<file path="config.mk">
export PLATFORM = sky130hd
export DESIGN_NAME = reg_dump
export DESIGN_NICKNAME = d
export VERILOG_FILES = /design/src/rtl/reg_dump.sv
export SDC_FILE = /design/constraint.sdc
export NUM_CORES = 1
export LEC_CHECK = 0
export CORE_MARGIN = 2
export CORE_UTILIZATION = 58
export DETAILED_ROUTE_END_ITERATION = 7
export PLACE_DENSITY = 0.95
export SYNTH_ARGS = -nofsm -noshare
export SYNTH_HDL_FRONTEND = slang
export SYNTH_SLANG_ARGS = --single-unit
</file>
<file path="constraint.sdc">
create_clock -name clk -period 7.66 [get_ports clk]
set_clock_uncertainty 0.1 [all_clocks]
set_input_delay 1.149 -clock clk [delete_from_list [all_inputs] [get_ports clk]]
set_output_delay 1.149 -clock clk [all_outputs]
set_load 0.005 [all_outputs]
</file>
<file path="src/rtl/reg_dump.sv">
// reg_dump: snapshots the five architectural registers on request and streams
// them out as a framed, checksummed byte sequence over a valid/ready link.
module reg_dump (
  input  logic       clk,
  input  logic       rst_n,
  input  logic       start_i,
  input  logic [7:0] pc_i,
  input  logic [7:0] cacheptr_i,
  input  logic [7:0] stackptr_i,
  input  logic [7:0] headptr_i,
  input  logic [7:0] register_i,
  output logic       busy_o,
  output logic       out_valid_o,
  output logic [7:0] out_data_o,
  output logic       out_last_o,
  input  logic       out_ready_i,
  output logic       done_o
);

  localparam logic [7:0] HEADER = 8'hA5;

  typedef enum logic [1:0] {
    IDLE,
    HDR,
    REG,
    CSUM
  } state_t;

  state_t     state, next_state;
  logic [2:0] idx, next_idx;
  logic       load_snap;
  logic       done_next;
  logic       handshake;
  logic [7:0] snap_pc, snap_cacheptr, snap_stackptr, snap_headptr, snap_register;
  logic [7:0] csum;
  logic [7:0] reg_byte;

  assign handshake = out_valid_o & out_ready_i;
  assign csum = snap_pc + snap_cacheptr + snap_stackptr + snap_headptr + snap_register;

  always_ff @(posedge clk or negedge rst_n) begin
    if (!rst_n) begin
      state         <= IDLE;
      idx           <= 3'd0;
      done_o        <= 1'b0;
      snap_pc       <= 8'h00;
      snap_cacheptr <= 8'h00;
      snap_stackptr <= 8'h00;
      snap_headptr  <= 8'h00;
      snap_register <= 8'h00;
    end else begin
      state  <= next_state;
      idx    <= next_idx;
      done_o <= done_next;
      if (load_snap) begin
        snap_pc       <= pc_i;
        snap_cacheptr <= cacheptr_i;
        snap_stackptr <= stackptr_i;
        snap_headptr  <= headptr_i;
        snap_register <= register_i;
      end
    end
  end

  always_comb begin
    next_state = state;
    next_idx   = idx;
    load_snap  = 1'b0;
    done_next  = 1'b0;
    unique case (state)
      IDLE: begin
        if (start_i) begin
          next_state = HDR;
          load_snap  = 1'b1;
        end
      end
      HDR: begin
        if (handshake) begin
          next_state = REG;
          next_idx   = 3'd0;
        end
      end
      REG: begin
        if (handshake) begin
          if (idx == 3'd4) next_state = CSUM;
          else             next_idx   = idx + 3'd1;
        end
      end
      CSUM: begin
        if (handshake) begin
          next_state = IDLE;
          done_next  = 1'b1;
        end
      end
      default: next_state = IDLE;
    endcase
  end

  // Output byte is selected purely from registered state, so out_ready_i never reaches it.
  always_comb begin
    reg_byte = 8'h00;
    case (idx)
      3'd0:    reg_byte = snap_pc;
      3'd1:    reg_byte = snap_cacheptr;
      3'd2:    reg_byte = snap_stackptr;
      3'd3:    reg_byte = snap_headptr;
      3'd4:    reg_byte = snap_register;
      default: reg_byte = 8'h00;
    endcase
  end

  always_comb begin
    out_data_o = 8'h00;
    case (state)
      HDR:     out_data_o = HEADER;
      REG:     out_data_o = reg_byte;
      CSUM:    out_data_o = csum;
      default: out_data_o = 8'h00;
    endcase
  end

  assign busy_o      = (state != IDLE);
  assign out_valid_o = (state != IDLE);
  assign out_last_o  = (state == CSUM);

endmodule

</file>
==> flow_summary.yaml <==
outcome:
  status: "finished clean"
clock_tree:
  root_buffer: "clkbuf_8"
  cts_buffers: 5
  h-tree-depth: 2
  cts_tree: "built"
  insertion_delay_ns: 0.30
  clk_pin_slew_ns: 0.09
  cts_setup_buffers: 0
  cts_resized: 0
  cts_buffer_depth: 2
  cts_hold_buffers: 0
  clkSinkCount: 46
yosys:
  synth_area_um2: 3200
  synthFlopType: "dfrtp_1"
  synth.most_common_cell: "inv_1"
  synth_warnings: 0
  synth_cell_types: 39
  synth_area_leaders: "dfrtp_1, mux2_2, fa_1, inv_1, ha_1"
  syn_avg_cell_area_um2: 10.5
  synth_edf_count: 0
  ys_seq_area_frac: 0.360
  async_flop_share: 1.00
  synth_top_area_share: 0.360
  synthCells: 306
  yosysTopAreaCell: "dfrtp_1"
  ys_top_cells_by_count: "inv_1, dfrtp_1, mux2_2"
  synth-seq-cells: 46
  synth_nets: 387
sta:
  period_needed_ns: 5.51
  finalSetupViolations: 0
  fin_crit_sh: 0.719
  maxSlewViolCount: 0
  tns_ns: 0
  tightest_slew_ns: 1.02
  slew_headroom: 0.318
  fmax_mhz: 181
  rsz0062_at_grt: "false"
  finalHoldViolCount: 0
finish:
  final_layout_size_suffix_gt1_frac: 0.151
  num-nets-final: 438
  ff_latch_area_um2: 1150
  fillers: 389
  syn_to_final_growth_pct: 21.7
  multi_input_comb_area_um2: 1740
  insertedDiodeCount: 0
routing:
  wl_mm: 7.22
  drt_iter0_drc: 225
  dr.pass1.iters: 8
  via_count: 2470
  routed_via_density: 5.74
  drc: 0
  antenna_left: 0
  wire_per_inst_um: 16.8
hold_path:
  hold_class: "reg -> reg"
  min_from: "snap_pc[2]"
  hold_depth: 1
  min_to: "snap_pc[2]"
place:
  dp_hpwl_mm: 5.25
  port-buffer-count: 55
  gp_congestion: 0.840
worst_setup_path:
  path_class: "reg -> out"
  cp-start-kind: "register"
  cp-end-kind: "primary output"
  worstPathArrival_ns: 4.26
  r2r_slack_ns: 5.26
  cp_max_fo: 4
  r2r-end: "snap_register[4]"
  r2r_cells: 5
  crit_required_ns: 6.41
  r2r_start: "state[1]"
global_route:
  grt_pass1_wl_mm: 11.9
  grt-ovfl-total: 0
  antenna_found_initial: 0
  grt.met2_usage: 0.446
  use_met3: 0.0414
  grt_usage: 0.253
  gr-usage-met1: 0.299
  grt_pass1_vias: 2581
  busiest_layer: "met2"
  grt_max_degree: 47
floorplanning:
  core_um2: 5410
  die_width_um: 78.3
  die_h_um: 78.3
  die_area_um2: 6120
  start_util: 0.592
  pin_count: 56
  num_rows: 27
flow_run:
  maxCapViolCount: 0
-- cells by family after synthesis --
group / count (synthesis) / share of synthesized area
mux: 41 / 0.144
fa+ha+maj: 37 / 0.192
buf+inv: 78 / 0.0959
flops: 46 / 0.360
xor+xnor: 9 / 0.0246
simple gates: 40 / 0.0583
compound gates: 55 / 0.125
-- registers in the layout, indices dropped and copies added, names as in the netlist --
register       flops
idx                3
snap_cacheptr      8
done_o             1
snap_stackptr      8
state              2
snap_pc            8
snap_register      8
snap_headptr       8
-- layout by cell type, fill, tap and decap left out, drive strengths merged, types with 5 or more instances in the layout --
master and instances:
fa 20, nand2 17, clkdlybuf4s50 54, inv 66, nor2 8, a21o 5
dfrtp 46, o21ai 16, a222oi 7, mux2 41, clkbuf 5, xnor2 9
ha 17
-- worst max-delay path by stage --
stage / from / end / depth (start not counted)
final: snap_pc[3] / out_data_o[7] / 14
after global routing: snap_pc[3] / out_data_o[7] / 14
after CTS: snap_pc[3] / out_data_o[7] / 14
after detailed placement: snap_pc[3] / out_data_o[7] / 14
after global placement: snap_pc[1] / out_data_o[7] / 14
after floorplan: snap_pc[3] / out_data_o[7] / 13
-- per-stage QoR --
| step | utilization | cell area [um2] | worst slack, ns | cells | hold WS [ns] |
|---|---|---|---|---|---|
| 6_report | 0.720 | 3890 | 2.15 | 430 | 0.418 |
| 5_1_grt | 0.720 | 3890 | 1.96 | 430 | 0.440 |
| 4_1_cts | 0.720 | 3890 | 2.11 | 430 | 0.417 |
| 3_5_place_dp | 0.700 | 3780 | 2.47 | 422 | 0.397 |
| 3_3_place_gp | 0.700 | 3780 | 2.61 | 422 | 0.387 |
| 2_1_floorplan | - | 3200 | 3.17 | 306 | 0.379 |
-- cell type report --
cell class,instances,share of cell area
multi-input combinational,182,0.447
timing repair buffer,56,0.142
tap,72,0.0232
clock inverter,3,0.0103
sequential,46,0.296
inverter,66,0.0637
clock buffer,5,0.0177
-- worst max-delay path, stage by stage (launching register included) --
cell and delay [ns]:
dfrtp_1 0.36, inv_1 0.07, fa_1 0.53, inv_1 0.05
fa_1 0.51, inv_1 0.06, fa_1 0.50, inv_1 0.05
ha_1 0.34, nor2b_1 0.16, o31ai_1 0.30, a21oi_2 0.10
o32a_1 0.34, nand2_1 0.08, clkdlybuf4s50_1 0.50
-- layer usage --
metal	part of all wire	routed length (um)
met5	0	0
met2	0.52	3740
met1	0.38	2750
met3	0.062	447
met4	0.038	275
Power is not shown: default switching activity piles up to over one toggle a cycle in this logic, so the estimate is an artifact.
